`src/rtl/pc_fetch_unit.sv`:
```
// pc_fetch_unit
// Fetch stage of the multi-cycle core. Owns pc_cur, pc_old and the
// instruction register, issues one word read per fetch_start over a
// valid/ready request channel, and captures the valid-only response.
// PC redirects from the control FSM are applied immediately while the
// unit is idle, or held as a pending redirect while a fetch is in flight.
//
// Optional feature macro: PC_MISALIGN_TRAP_EN
//   defined   : a redirect to an address with bit 1 set raises a sticky
//               fetch_misaligned flag, and further fetches are refused
//   undefined : fetch_misaligned is tied low
//
// Ports
//   clk              core clock, all state on posedge
//   reset            asynchronous, active-low reset
//   fetch_start      one-cycle pulse from the control FSM entering FETCH
//   pc_update        redirect request
//   pc_src           redirect source select (increment / ALU / target)
//   alu_result       ALU output, used for JALR targets (LSB cleared)
//   pc_target        precomputed branch/JAL target
//   mem_req_valid    read request valid
//   mem_req_ready    memory accepts the request
//   mem_addr         word-aligned fetch address
//   mem_rsp_valid    read data valid
//   mem_rsp_data     instruction word
//   instr            instruction register
//   instr_valid      one-cycle pulse when instr has been updated
//   pc_cur           PC of the next instruction to fetch
//   pc_old           PC of the instruction held in instr
//   fetch_busy       high while a request or response is outstanding
//   fetch_misaligned sticky misaligned-redirect flag
//
// state | meaning
// IDLE  | waiting for fetch_start
// REQ   | request presented, waiting for mem_req_ready
// WAIT  | request accepted, waiting for mem_rsp_valid
// DONE  | instruction captured, instr_valid high for this cycle

module pc_fetch_unit #(
    parameter logic [31:0] RESET_PC  = 32'h0000_0000,
    parameter logic [31:0] NOP_INSTR = 32'h0000_0013
) (
    input  logic        clk,
    input  logic        reset,
    input  logic        fetch_start,
    input  logic        pc_update,
    input  logic [1:0]  pc_src,
    input  logic [31:0] alu_result,
    input  logic [31:0] pc_target,
    output logic        mem_req_valid,
    input  logic        mem_req_ready,
    output logic [31:0] mem_addr,
    input  logic        mem_rsp_valid,
    input  logic [31:0] mem_rsp_data,
    output logic [31:0] instr,
    output logic        instr_valid,
    output logic [31:0] pc_cur,
    output logic [31:0] pc_old,
    output logic        fetch_busy,
    output logic        fetch_misaligned
);

    // pc_src_t encodings; the unused encoding falls back to increment.
    localparam logic [1:0] PC_SRC__INCREMENT  = 2'd0;
    localparam logic [1:0] PC_SRC__ALU_RESULT = 2'd1;
    localparam logic [1:0] PC_SRC__TARGET     = 2'd2;

    typedef enum logic [1:0] {
        ST_IDLE = 2'd0,
        ST_REQ  = 2'd1,
        ST_WAIT = 2'd2,
        ST_DONE = 2'd3
    } state_t;

    state_t      state_q;
    state_t      state_d;

    logic [31:0] pc_inc;
    logic [31:0] new_pc;
    logic        capture;
    logic        redirect_now;
    logic        redirect_hold;
    logic        fetch_allowed;

    logic        pend_valid;
    logic [31:0] pend_pc;

    // ------------------------------------------------------------------
    // Redirect target selection
    // ------------------------------------------------------------------
    always_comb begin
        pc_inc = pc_cur + 32'd4;
        new_pc = pc_inc;
        case (pc_src)
            PC_SRC__INCREMENT:  new_pc = pc_inc;
            PC_SRC__ALU_RESULT: new_pc = alu_result & ~32'h0000_0001;
            PC_SRC__TARGET:     new_pc = pc_target;
            default:            new_pc = pc_inc;
        endcase
    end

    // A response only counts while we are actually waiting for one; late
    // responses (e.g. after a mid-operation reset) are dropped here.
    assign capture       = (state_q == ST_WAIT) && mem_rsp_valid;
    assign redirect_now  = pc_update && ((state_q == ST_IDLE) || (state_q == ST_DONE));
    assign redirect_hold = pc_update && ((state_q == ST_REQ)  || (state_q == ST_WAIT));

`ifdef PC_MISALIGN_TRAP_EN
    logic misaligned_q;

    always_ff @(posedge clk or negedge reset) begin
        if (!reset) begin
            misaligned_q <= 1'b0;
        end else if (pc_update && new_pc[1]) begin
            misaligned_q <= 1'b1;
        end
    end

    // Also refuse a fetch_start that coincides with the redirect that
    // trips the flag, so a misaligned address is never requested.
    assign fetch_allowed    = !misaligned_q && !(pc_update && new_pc[1]);
    assign fetch_misaligned = misaligned_q;
`else
    assign fetch_allowed    = 1'b1;
    assign fetch_misaligned = 1'b0;
`endif

    // ------------------------------------------------------------------
    // FSM
    // ------------------------------------------------------------------
    always_ff @(posedge clk or negedge reset) begin
        if (!reset) begin
            state_q <= ST_IDLE;
        end else begin
            state_q <= state_d;
        end
    end

    always_comb begin
        state_d = state_q;
        case (state_q)
            ST_IDLE: if (fetch_start && fetch_allowed) state_d = ST_REQ;
            ST_REQ:  if (mem_req_ready)                state_d = ST_WAIT;
            ST_WAIT: if (mem_rsp_valid)                state_d = ST_DONE;
            ST_DONE:                                   state_d = ST_IDLE;
            default:                                   state_d = ST_IDLE;
        endcase
    end

    assign mem_req_valid = (state_q == ST_REQ);
    assign mem_addr      = {pc_cur[31:2], 2'b00};
    assign fetch_busy    = (state_q == ST_REQ) || (state_q == ST_WAIT);
    assign instr_valid   = (state_q == ST_DONE);

    // ------------------------------------------------------------------
    // PC, instruction register and pending redirect
    // ------------------------------------------------------------------
    always_ff @(posedge clk or negedge reset) begin
        if (!reset) begin
            pc_cur     <= RESET_PC;
            pc_old     <= 32'h0000_0000;
            instr      <= NOP_INSTR;
            pend_valid <= 1'b0;
            pend_pc    <= 32'h0000_0000;
        end else if (capture) begin
            instr      <= mem_rsp_data;
            pc_old     <= pc_cur;
            pend_valid <= 1'b0;
            // A redirect arriving on the capture edge is the newest one and
            // wins over an older pending value.
            if (pc_update) begin
                pc_cur <= new_pc;
            end else if (pend_valid) begin
                pc_cur <= pend_pc;
            end else begin
                pc_cur <= pc_inc;
            end
        end else if (redirect_now) begin
            pc_cur <= new_pc;
        end else if (redirect_hold) begin
            pend_valid <= 1'b1;
            pend_pc    <= new_pc;
        end
    end

endmodule

```
`config.mk`:
```
export PLATFORM = sky130hd
export DESIGN_NAME = pc_fetch_unit
export DESIGN_NICKNAME = d
export VERILOG_FILES = /design/src/rtl/pc_fetch_unit.sv
export SDC_FILE = /design/constraint.sdc
export NUM_CORES = 1
export LEC_CHECK = 0
export ABC_AREA = 1
export BUFFER_PORTS_ARGS = -buffer_cell sky130_fd_sc_hd__buf_2
export CORE_ASPECT_RATIO = 1.75
export CORE_UTILIZATION = 39
export DETAILED_ROUTE_END_ITERATION = 16
export SLEW_MARGIN = 20
export SYNTH_ARGS = -nofsm -noshare
export SYNTH_HDL_FRONTEND = slang
export SYNTH_SLANG_ARGS = --single-unit
```
`constraint.sdc`:
```
create_clock -name clk -period 1.9 [get_ports clk]
set_input_delay 0.095 -clock clk [delete_from_list [all_inputs] [get_ports clk]]
set_output_delay 0.095 -clock clk [all_outputs]
set_load 0.005 [all_outputs]
```
Word level (Yosys, flattened, before mapping)
Cells that the tools add are included.

Reduce and logical (&&, ||, !) cells: 11. Add/subtract/negate cells: 1. Bitwise logic cells: 2. Eq/ne operators: 9. Mux-type cells: 12.

Operators with widths (count): $mux 32 (4); $pmux 32 s2 (1); $add 32x3->32 const B (1); $pmux 2 s4 (1); $eq 2x2->1 const B (3); $mux 2 (3); $ne 2x2->1 const B (3); $reduce_and 3->1 (2); $eq 2x1->1 const B (2); $reduce_bool 2->1 (2); $logic_and 1x1->1 (3); $mux 1 (3); $logic_not 2->1 (1); $logic_or 1x1->1 (2); $ne 2x1->1 const B (1); $not 1->1 (2); $reduce_and 2->1 (1).

Output and inout bits: 132. Word-level logic and storage cells: 41. Bits of input ports: 104. Register bits after elaboration: 131.

Longest topological paths before layout
Depth after elaboration: 6. Mapped depth: 12. Mapped depth without buffers: 12.

Worst setup path after synthesis
OpenSTA, ideal clock, no wires.

Path kind: reg2reg. Start: register state_q[0]. End: register pc_cur[27]. Stages on the path, launching flop included: 12. Clock period less this slack: 1.682 ns. Setup time: 0.117 ns. Path buffers: 2. Required time: 1.783 ns. Data arrival time: 1.565 ns. Setup slack: 0.218 ns. Cell sequence: dfrtp_1 -> inv_1 -> ha_1 -> nand2_2 -> nor2_4 -> inv_2 -> buf_4 -> buf_2 -> a21oi_1 -> nand2_1 -> nand3_1 -> nand2_1.

Cells in the longest elaborated chain, start to end: 4. Elaborated cells between the ends (all ways): 8. Those cells by class: eq/ne (2); mux (1); reduce/logical (5).

Ends and longest elaborated chain: from (decl) (RTL line 75) `state_t state_q;`; from (signal assigned) (RTL line 135) `state_q <= state_d;`; $eq 2x2->1 / $logic_not 2->1 (equally long branches) (RTL line 105) `assign redirect_now = pc_update && ((state_q == ST_IDLE) || (state_q == ST_DONE));`; $logic_or 1x1->1 (RTL line 105); $logic_and 1x1->1 (RTL line 105); $reduce_bool 2->1 (no source line); to (signal assigned) (RTL line 172) `pc_cur <= new_pc;`; to (signal assigned) (RTL line 174) `pc_cur <= pend_pc;`; to (signal assigned) (RTL line 176) `pc_cur <= pc_inc;`; to (decl) (RTL line 57) `output logic [31:0] pc_cur,`.

Several ways; a longest one is shown, not always the timed one. A chain may end at the register's enable or synchronous reset.

Worst setup path after layout
Start: register pc_cur[2]. End: register pc_cur[22].

Cells in the longest elaborated chain, start to end: 4. Elaborated cells between the ends (all ways): 6. Those cells by class: add/sub (1); mux (5).

Ends and longest elaborated chain: $add 32x3->32 * (RTL line 92) `pc_inc = pc_cur + 32'd4;`; $pmux 32 s2 / $mux 32 (equally long branches) (RTL line 94, 173); $mux 32, on equally long branches (RTL line 178, 171); $mux 32 * (RTL line 165) `end else if (capture) begin`.

Mark *: on every way between the ends. The rest lies on a longest branch, timed or not. The select of a mux whose other input is x is not followed.

==> impl_metrics.ini <==
[cts]
h-tree-depth = 4
clock_sinks = 131
cts-root-buf = clkbuf_16
clockBufferDepth = 2
cts_buffers = 17
cts.clk_slew.worst_paths_ns = 0.06
clk_latency_ns = 0.43
cts_tree = built

[yosys]
yosys.area.top_type = dfrtp_1
synth_xor_area_share_pct = 1.86
synthSimpleGateAreaFrac_pct = 30.4
ys_top_cells_by_area = dfrtp_1, nand2_1, nand3_1
synth-edff-count = 0
synth_mux_area_share_pct = 0.137
ys_types = 39
synth_warnings = 0
syn_avg_cell_area_sq_um = 7.59
synth.most_common_cell = nand2_1
synth_common_cells = nand2_1, dfrtp_1, nand3_1, o21ai_0, inv_1
netlist_instances = 965
yosysTopAreaCellShare_pct = 43.7
ys_seq_area_share_pct = 44.8
ys_ff_latch = 131
synth_top_family_by_area = simple AND/OR/NAND/NOR gates
synth_area_sq_um = 7320
synth_fa_ha_area_share_pct = 1.20
synth_compound_area_share_pct = 12.2
async_flop_share_pct = 100
ys.flop_type = dfrtp_1

[sta]
fin_crit_ns = 1.76
tightest_slew_ns = 0.562
max_freq_mhz = 568
rsz0062_at_grt = yes
slew_headroom_pct = 62.5
finalMaxSlewViolations = 0
setup_viol = 0
fin_worst_skew_ns = 0.0146
finalCritPeriodShare_pct = 92.6
hold_viol_final = 0

[detailed_routing]
antenna_left = 0
wl_mm = 22.3
wl_per_cell_microns = 15.2
drc = 0
viasPerCell = 4.90
drtIter0Drc = 407
num_vias = 7185
drtPass1Iterations = 5

[worst_setup_path]
criticalPathCategory = reg -> reg
cp_max_fo = 5
arrival_ns = 2.07
cp_common_cell = nand2_1
critPathTopFamily = simple AND/OR/NAND/NOR gates
worst_ep_required_time_ns = 2.21
startpoint_type = register
cp_slowest_cell = dfrtp_1
max_stage_delay_ns = 0.35
crit_path_end_kind = register
cp_cell_sequence = ha_1 > nand2_1 > nor2_4 > nand2_4 > nor2_4 > nand2_1 > nand2_1 > nand3_1 > nand2_1 > nand2_1 > nand3_1 > nand2_1
path_buf_inv = 0

[global_routing]
grt_use_met2_pct = 40.7
grtUsageMet3_pct = 3.70
grt_max_degree = 45
grt.overflow.total = 0
grt.total_usage_pct = 23.9
busiest_layer = met2
use_met1_pct = 30.4
antenna_found_initial = 0
grt_pass1_wl_mm = 35.7
grt_pass1_vias = 6902

[die]
core_sq_um = 18500
ios = 236
die-height_microns = 183
die_area_sq_um = 19300
rows = 66
floorplan.initialDensity_pct = 39.6
die_x_microns = 106

[layout]
seqCellArea_sq_um = 3280
antenna_cells = 0
syn_to_final_growth_pct = 32.7
drive_above_1_share_pct = 28.2
fillers = 1812
multi_input_area_sq_um = 3390
nets = 1325
post-route-util_pct = 52.5

[placed_design]
dp_hpwl_mm = 16.2
place_congestion = 0.876
io_buffer_count = 231

[flow_run]
max_cap_viol_count = 0

[pwr]
vdd_ir_drop_max_uv = 705
p_switching_mw = 5.86
power.leakage_nw = 5.12
combPwrFrac_pct = 42.3
power.internal_mw = 9.01
swShare_pct = 39.4
fin_total_pwr_mw = 14.9
seqPwrFrac_pct = 33.5
clockPowerShare_pct = 24.2
power_density_nw_per_um2 = 1530

[min_path]
hp-class = in -> reg

[outcome]
status = finished clean
worst paths after layout:
check	from	end	slack [ns]	depth (start not counted)
hold reg to reg	instr[4]	instr[4]	0.47	2
setup / recovery	pc_cur[2]	pc_cur[22]	0.14	12
min in group asynchronous	reset	pc_old[18]	0.16	2
hold / removal	alu_result[3]	pend_pc[3]	0.04	5
setup reg to reg	pc_cur[2]	pc_cur[22]	0.14	12
max in group asynchronous	reset	pc_cur[11]	1.05	3
power by group through the flow:
stage                     clock, mW  combinational, mW  sequential, mW
after floorplan                   0               3.65            5.01
after global routing           3.78               7.12            5.15
after CTS                      3.66               6.31            4.99
after detailed placement          0               6.22            5.03
after global placement            0               6.15            4.98
final                          3.60               6.29            4.98
cell type report:
type | instances | area share, %
Clock buffer | 20 | 4.49
Timing Repair Buffer | 309 | 19.7
Inverter | 48 | 1.93
Tap cell | 238 | 3.06
Clock inverter | 12 | 2.11
Multi-Input combinational cell | 707 | 34.9
Sequential cell | 131 | 33.8
registers in the layout, indices dropped and copies added (netlist names):
name and cells:
instr 32, pend_pc 32, pc_old 32, state_q 2, pend_valid 1, pc_cur 32
stage by stage:
stage | std cells | hold WS (ns) | setup TNS (ns) | setup slack (ns) | cell area, sq um
after floorplan | 967 | -0.201 | 0 | 0.218 | 7330
after global routing | 1465 | 0.0734 | -0.000626 | -0.000626 | 9720
after global placement | 1399 | 0.0487 | 0 | 0.0950 | 8690
after detailed placement | 1399 | 0.0477 | 0 | 0.0731 | 8690
after CTS | 1464 | 0.0373 | 0 | 0.0446 | 9660
final | 1465 | 0.0411 | 0 | 0.141 | 9720
worst min-delay path, stage by stage:
cell and delay (ns):
buf_2 0.09, nand2_1 0.05, a22oi_1 0.08, nand2_1 0.06, nand2_1 0.04
kinds of logic (layout without fill, tap and decap cells):
family / Yosys count / count (layout)
flip-flops: 131 / 131
XOR/XNOR: 13 / 13
adder cells (fa/ha/maj): 7 / 7
buffers and inverters: 129 / 389
AND/OR/NAND/NOR: 534 / 534
AO/OA/AOI/OAI: 149 / 149
other: 1 / 3
multiplexers: 1 / 1
routing by layer:
metal / vias up / part of all wire [%]
met5: - / 0
met4: 0 / 2.5
met3: 36 / 5.1
met2: 262 / 49
met1: 3296 / 44
li1: 3591 / -
cells in the final DEF (no fill, tap or decap), drive strengths merged:
cell type	netlist	layout
mux2i	1	1
o221ai	1	1
inv	48	49
a21oi	36	36
xor2	10	10
clkinvlp	0	5
xnor2	3	3
nand2	397	397
nor2	56	56
nand4	1	1
a22o	17	17
and2	2	2
nor3	1	1
clkbuf	28	20
dfrtp	128	128
bufinv	0	5
dfstp	3	3
clkinv	0	1
o22ai	2	2
dlygate4sd3	0	33
a31oi	17	17
o21ai	64	64
or2	1	1
a221o	8	8
buf	52	276
a22oi	4	4
nand3	76	76
conb	1	3
ha	7	7
repair_timing:
action                                  4_1_cts  5_1_grt
hold buffers                                 33        0
setup buffers                                 0        1
resized for setup                             0       13
hold endpoints to repair                    117        0
endpoints found under the setup margin        0       43
Note: power is estimated with default switching activity, not from simulation.
